`src/rtl/process_fft_if.sv`:
```
// Bus bundle between the post-FFT frame copier and its two RAMs:
// the FFT-output RAM read port and the history RAM write port.
interface process_fft_if;
   logic [11:0] fhead;   // current write head of the circular FFT-output RAM
   logic [11:0] faddr;   // read address into the FFT-output RAM
   logic [15:0] fdata;   // read data returned by the FFT-output RAM
   logic        ready;   // single-cycle "new frame available" pulse
   logic [9:0]  haddr;   // history RAM write address
   logic [15:0] hdata;   // history RAM write data
   logic        hwe;     // history RAM write enable
   logic        error;   // sticky overrun flag

   // Environment side: FFT stage and RAM models
   modport master (
      output fhead, fdata, ready,
      input  faddr, haddr, hdata, hwe, error
   );

   // Copier side
   modport slave (
      input  fhead, fdata, ready,
      output faddr, haddr, hdata, hwe, error
   );
endinterface

```
`src/rtl/process_fft.sv`:
```
// Post-FFT frame copier: on each ready pulse, copies NBINS consecutive bins
// from the circular FFT-output RAM (starting at the write head) into the
// history RAM, scaling each bin by a logical right shift. A ready that
// arrives while a copy is in flight is dropped and latches a sticky error.
module process_fft #(
   parameter int NBINS        = 1024,  // bins copied per frame (<= 1024)
   parameter int READ_LATENCY = 1,     // FFT RAM read latency, 1..4
   parameter int SHIFT        = 0      // right shift applied to each bin, 0..15
) (
   input  logic          clk,
   input  logic          reset_n,
   process_fft_if.slave  bus
);

   localparam int CW = 11;  // wide enough to count 0..NBINS-1 without overflow

   typedef enum logic {IDLE, READ} state_t;

   state_t          state_q;
   logic [11:0]     base_q;      // fhead latched at frame start
   logic [11:0]     faddr_q;
   logic [CW-1:0]   issue_q;     // index of the most recently issued read
   logic [READ_LATENCY:0] vld_q; // stage 0 = address issued this cycle
   logic [9:0]      idx_q [READ_LATENCY+1];
   logic [9:0]      haddr_q;
   logic [15:0]     hdata_q;
   logic            hwe_q;
   logic            error_q;

   logic            issue_more;
   logic [CW-1:0]   issue_d;
   logic [11:0]     faddr_d;
   logic            last_wr;

   // Next read address and end-of-frame detection
   always_comb begin
      issue_more = (state_q == READ) && (issue_q < CW'(NBINS - 1));
      issue_d    = issue_q + CW'(1);
      faddr_d    = base_q + 12'(issue_d);   // 12-bit add wraps 4095 -> 0
      last_wr    = vld_q[READ_LATENCY] && (idx_q[READ_LATENCY] == 10'(NBINS - 1));
   end

   // Frame FSM, read-address generator, valid/index pipeline and write port
   always_ff @(posedge clk or negedge reset_n) begin
      if (!reset_n) begin
         state_q <= IDLE;
         base_q  <= '0;
         faddr_q <= '0;
         issue_q <= '0;
         vld_q   <= '0;
         for (int s = 0; s <= READ_LATENCY; s++) idx_q[s] <= '0;
         haddr_q <= '0;
         hdata_q <= '0;
         hwe_q   <= 1'b0;
         error_q <= 1'b0;
      end else begin
         // The pipeline shifts every cycle; stage 0 is refilled below only
         // when a new address goes out.
         for (int s = 1; s <= READ_LATENCY; s++) begin
            vld_q[s] <= vld_q[s-1];
            idx_q[s] <= idx_q[s-1];
         end
         vld_q[0] <= 1'b0;

         // Data for the oldest stage is on fdata now: register the write.
         // haddr/hdata hold their values whenever no write is pending.
         hwe_q <= vld_q[READ_LATENCY];
         if (vld_q[READ_LATENCY]) begin
            haddr_q <= idx_q[READ_LATENCY];
            hdata_q <= bus.fdata >> SHIFT;
         end

         case (state_q)
            IDLE: begin
               if (bus.ready) begin
                  state_q  <= READ;
                  base_q   <= bus.fhead;
                  faddr_q  <= bus.fhead;
                  issue_q  <= '0;
                  vld_q[0] <= 1'b1;
                  idx_q[0] <= '0;
               end
            end
            READ: begin
               // A new frame during a copy is dropped, not queued.
               if (bus.ready) error_q <= 1'b1;
               if (issue_more) begin
                  issue_q  <= issue_d;
                  faddr_q  <= faddr_d;
                  vld_q[0] <= 1'b1;
                  idx_q[0] <= issue_d[9:0];
               end
               // Leave on the edge that registers the final write so the
               // very next ready is accepted.
               if (last_wr) state_q <= IDLE;
            end
            default: state_q <= IDLE;
         endcase
      end
   end

   assign bus.faddr = faddr_q;
   assign bus.haddr = haddr_q;
   assign bus.hdata = hdata_q;
   assign bus.hwe   = hwe_q;
   assign bus.error = error_q;

endmodule

```
`src/flat_wrapper.sv`:
```
// flat-port wrapper written by rule: the top's interface ports become plain ports
module process_fft_flat 
#(
   parameter int NBINS        = 1024,                                    
   parameter int READ_LATENCY = 1,                                  
   parameter int SHIFT        = 0                                               
)
  (clk, reset_n, bus_fhead, bus_fdata, bus_ready, bus_faddr, bus_haddr, bus_hdata, bus_hwe, bus_error);
  process_fft_if bus_i ();
  input  logic clk;
  input  logic reset_n;
  input wire logic [$bits(bus_i.fhead)-1:0] bus_fhead;
  input wire logic [$bits(bus_i.fdata)-1:0] bus_fdata;
  input wire logic [$bits(bus_i.ready)-1:0] bus_ready;
  output wire logic [$bits(bus_i.faddr)-1:0] bus_faddr;
  output wire logic [$bits(bus_i.haddr)-1:0] bus_haddr;
  output wire logic [$bits(bus_i.hdata)-1:0] bus_hdata;
  output wire logic [$bits(bus_i.hwe)-1:0] bus_hwe;
  output wire logic [$bits(bus_i.error)-1:0] bus_error;
  assign bus_i.fhead = bus_fhead;
  assign bus_i.fdata = bus_fdata;
  assign bus_i.ready = bus_ready;
  assign bus_faddr = bus_i.faddr;
  assign bus_haddr = bus_i.haddr;
  assign bus_hdata = bus_i.hdata;
  assign bus_hwe = bus_i.hwe;
  assign bus_error = bus_i.error;
  process_fft #(.NBINS(NBINS), .READ_LATENCY(READ_LATENCY), .SHIFT(SHIFT)) u_core (.clk(clk), .reset_n(reset_n), .bus(bus_i));
endmodule
```
`config.mk`:
```
export PLATFORM = sky130hd
export DESIGN_NAME = process_fft_flat
export DESIGN_NICKNAME = d
export VERILOG_FILES = /design/src/rtl/process_fft_if.sv /design/src/rtl/process_fft.sv /design/src/flat_wrapper.sv
export SDC_FILE = /design/constraint.sdc
export NUM_CORES = 1
export LEC_CHECK = 0
export BUFFER_PORTS_ARGS = -buffer_cell sky130_fd_sc_hd__buf_2
export CORE_MARGIN = 2
export CORE_UTILIZATION = 45
export CTS_BUF_LIST = sky130_fd_sc_hd__clkbuf_8
export DETAILED_ROUTE_END_ITERATION = 12
export PLACE_DENSITY = 0.7
export SYNTH_ARGS = -nofsm -noshare
export SYNTH_HDL_FRONTEND = slang
export SYNTH_SLANG_ARGS = --single-unit
export TNS_END_PERCENT = 100
```
`constraint.sdc`:
```
create_clock -name clk -period 2.9 [get_ports clk]
set_input_delay 0.725 -clock clk [delete_from_list [all_inputs] [get_ports clk]]
set_output_delay 0.725 -clock clk [all_outputs]
set_load 0.02 [all_outputs]
```
After elaboration in Yosys (flattened, before gate mapping)

Cells that the tools add are included.

Register bits: 86
Input port bits: 31
Output and inout bits: 40
Logic and storage cells: 37

Add/subtract/negate cells: 2
Magnitude comparators: 1
Equality and inequality tests: 3
Multiplexer cells: 14
Bitwise logic cells: 1
Reductions and logical operators: 5

Operators by type and width:

| cell                    | count |
|---|---|
| $mux W12                | 2 |
| $pmux W12 S2            | 1 |
| $mux W11                | 2 |
| $pmux W11 S2            | 1 |
| $mux W10                | 2 |
| $pmux W10 S2            | 1 |
| $add A12 B11 Y12        | 1 |
| $add A11 B1 Y11 const B | 1 |
| $lt A11 B10 Y1 const B  | 1 |
| $eq A10 B10 Y1 const B  | 1 |
| $reduce_and A2 Y1       | 3 |
| $ne A2 B2 Y1 const B    | 2 |
| $pmux W1 S2             | 2 |
| $mux W1                 | 3 |
| $logic_and A1 B1 Y1     | 2 |
| $not A1 Y1              | 1 |

Depth between registers and ports, before layout

Word-level depth: 4
Depth in mapped cells: 11
Depth with buffers taken out: 11

Worst setup path before layout

No wires, ideal clock.

Kind: flip-flop to flip-flop
From: register, netlist name u_core.idx_q[10]
To: register u_core.faddr_q[11] (netlist: u_core.bus.faddr[11])
Setup time: 0.120 ns
Arrival: 2.328 ns
Data required time: 2.780 ns
Path slack: 0.453 ns
Cell stages (with the launch flop): 12
Buffers on the path: 1
Clock period less this slack: 2.447 ns
Cell sequence: dfrtp_1 > ha_1 > nand3_1 > nor2_1 > xor2_1 > ha_1 > clkbuf_1 > a211oi_1 > nand2_1 > a21oi_1 > nand3_1 > and3_1

RTL lines:

| element              | RTL line          | source |
|---|---|---|
| to (signal assigned) | process_fft.sv:78 | `faddr_q <= bus.fhead;` |
| to (signal assigned) | process_fft.sv:89 | `faddr_q <= faddr_d;` |
| to (decl)            | process_fft.sv:21 | `logic [11:0] faddr_q;` |

==> impl_metrics.ini <==
[drt]
drc = 0
wl_per_cell_um = 14.9
drtAntennaViolNets = 0
drt_first_pass_iters = 4
vias = 2616
vias_per_cell = 5.18
wirelength_um = 7530
drtIter0Drc = 159

[timing]
setup_viol = 0
finalCritPeriodShare_pct = 91.3
whs_ns = 0.361
totalNegativeSetupSlack_ns = 0
rsz0062_at_grt = no
max_slew_margin_pct = 36.0
drv_slew = 0
hold_viol_final = 0
period_needed_ns = 2.65
tightest_slew_ns = 0.960
skew_ns = 0.00989
max_freq_mhz = 378

[worst_setup_path]
r2r_cells = 10
worst_ep_required_time_ns = 3.14
crit_type = register to register
endpoint_kind = register
cp_max_fo = 7
critical_path.startpoint_type = register
arrival_ns = 2.89

[global_route]
grt_usage_pct = 18.8
grt_max_degree = 77
antenna_found_initial = 0
grt_pass1_vias = 2646
overflow = 0
grt_pass1_wl_um = 12700

[placed_design]
placed_area_sq_um = 3990
gp_congestion = 0.887
place.port_buffers = 70
hpwl_um = 5270

[layout]
final_nets = 445
antenna_cells = 0
drive_gt1_share_pct = 31.0
fin_area_sq_um = 4230
mostFrequentLayoutCell = dfrtp_1
fillers = 675
area_growth_pct = 20.0
mostFrequentLayoutCells = 75 x dfrtp_1, 69 x buf_2, 67 x nand2_1

[status]
outcome = finished, final reports clean

[power_and_ir_drop]
leakagePower_nw = 2.13
p_comb_share_pct = 7.1
internal_power_w = 0.00165
p_sw_share_pct = 24.6
clkPwrFrac_pct = 42.4
p_per_area_nw_per_um2 = 518
power_switching_w = 0.000540
ir_worst_vdd_v = 0.000250
p_seq_share_pct = 50.5

[cts]
cts_hold_buf = 0
post-cts-setup-buffers = 0
cts_resized = 0
cts_sinks = 76
cts_buffers = 9
cts_tree = done
insertion_delay_ns = 0.34
path_clk_slew_ns = 0.09
clock_path_buffers = 2
cts_root_buf = clkbuf_8
cts_max_level = 3

[synthesis]
synth_warnings = 0
synth-seq-area-share_pct = 54.0
synth_top_cells_by_area = dfrtp_1 54%, mux2_2 8.3%, nand2_1 7.1%
ys_types = 40
synth_edf_count = 0
syn_inst = 326
synth_async_sr_flop_share_pct = 100
ys_ff_latch = 76
synth.avg_cell_area_sq_um = 10.8
netlist_area_sq_um = 3520
synth_top_cell_area_share_pct = 54.0
syn_nets = 373
netlist.top_cell.by_area = dfrtp_1
synth-main-ff-cell = dfrtp_1

[floorplan]
dieArea_sq_um = 8550
rows = 32
boundaryPins = 71
die_w_um = 92.5
core_region_area_sq_um = 7650
die_y_um = 92.5
start_util_pct = 46.1

[hold_path]
min_path_cells = 0
min_path_type = register to register

[flow_run]
cap_violations = 0
stage by stage:
step	power (W)	utilization [%]	cells	worst slack, ns
floorplan	0.00121	-	326	0.453
global placement	0.00128	52.1	489	0.321
detailed placement	0.00129	52.1	489	0.149
CTS	0.00222	55.1	505	0.124
global route	0.00229	55.3	505	0.0401
finish	0.00219	55.3	505	0.252
Yosys cell counts (3+ instances only):
library cell	n
o211ai_1	3
a21oi_1	9
a21o_1	4
buf_2	6
nor2b_1	3
xnor2_1	9
inv_1	3
mux2i_1	6
dfrtp_1	76
ha_1	15
nand4_1	3
clkbuf_1	7
o21ai_0	17
nand3_1	15
mux2_2	26
nand2_1	67
nor2_1	18
xor2_1	9
metal layers:
| metal | vias to the layer above | routed length, um | GRT usage [%] | share of wire (%) |
|---|---|---|---|---|
| met2 | 85 | 3630 | 31.0 | 48 |
| met5 | - | 0 | 0 | 0 |
| li1 | 1266 | - | - | - |
| met3 | 12 | 459 | 3.17 | 6.1 |
| met1 | 1253 | 3310 | 25.0 | 44 |
| met4 | 0 | 127 | 7.21 | 1.7 |
worst max-delay path: stages, from the launching register on:
cell and delay [ns]:
dfrtp_1 0.51, nand4_2 0.22, nor2_1 0.29, nand3_1 0.16, xnor2_1 0.27, ha_1 0.32
o21a_1 0.22, nor4_1 0.21, a31oi_1 0.08, o31a_1 0.14, and3_1 0.14
flip-flops by register name, summed over array words and instances (netlist names):
register	flops
u_core.base_q	12
u_core.bus.error	1
u_core.bus.faddr	12
u_core.bus.haddr	10
u_core.bus.hdata	16
u_core.bus.hwe	1
u_core.idx_q	19
u_core.issue_q	2
u_core.state_q	1
u_core.vld_q	2
layout make-up:
cell class / instances / area [sq um] / share of cell area, %
clock buffers: 9 / 124 / 2.93
clock inverters: 7 / 105 / 2.49
inverters: 4 / 15.0 / 0.355
multi-input cells: 231 / 1560 / 36.8
flip-flops and latches: 76 / 1900 / 45.0
well taps: 102 / 128 / 3.02
repair buffers: 76 / 398 / 9.41
path summary, 6_finish.rpt:
check / end / slack (ns) / startpoint
min in group asynchronous: u_core.bus.hdata[10] / 0.53 / reset_n
max in group asynchronous: u_core.idx_q[10] / 1.72 / reset_n
min reg2reg: u_core.vld_q[1] / 0.36 / u_core.vld_q[0]
max: u_core.bus.faddr[11] / 0.25 / u_core.idx_q[12]
max reg2reg: u_core.bus.faddr[11] / 0.25 / u_core.idx_q[12]
min: u_core.vld_q[1] / 0.36 / u_core.vld_q[0]
power by group through the flow:
stage          logic [W]  clock network [W]  registers, W
2_1_floorplan  0.0000518                  0       0.00115
3_3_place_gp    0.000153                  0       0.00113
3_5_place_dp    0.000158                  0       0.00113
4_1_cts         0.000159           0.000954       0.00111
5_1_grt         0.000174            0.00101       0.00111
6_report        0.000156           0.000929       0.00111
logic make-up (layout without fill, tap and decap cells):
group | after synthesis | in the layout | share of synthesized area [%]
AO/OA/AOI/OAI | 51 | 51 | 9.48
XOR/XNOR | 18 | 18 | 4.47
adder cells (fa/ha/maj) | 16 | 16 | 5.89
buffers and inverters | 19 | 96 | 2.24
flip-flops | 76 | 76 | 54.0
multiplexers | 32 | 32 | 10.0
AND/OR/NAND/NOR | 114 | 114 | 13.9
No activity file was read; power rests on OpenSTA's default activity.
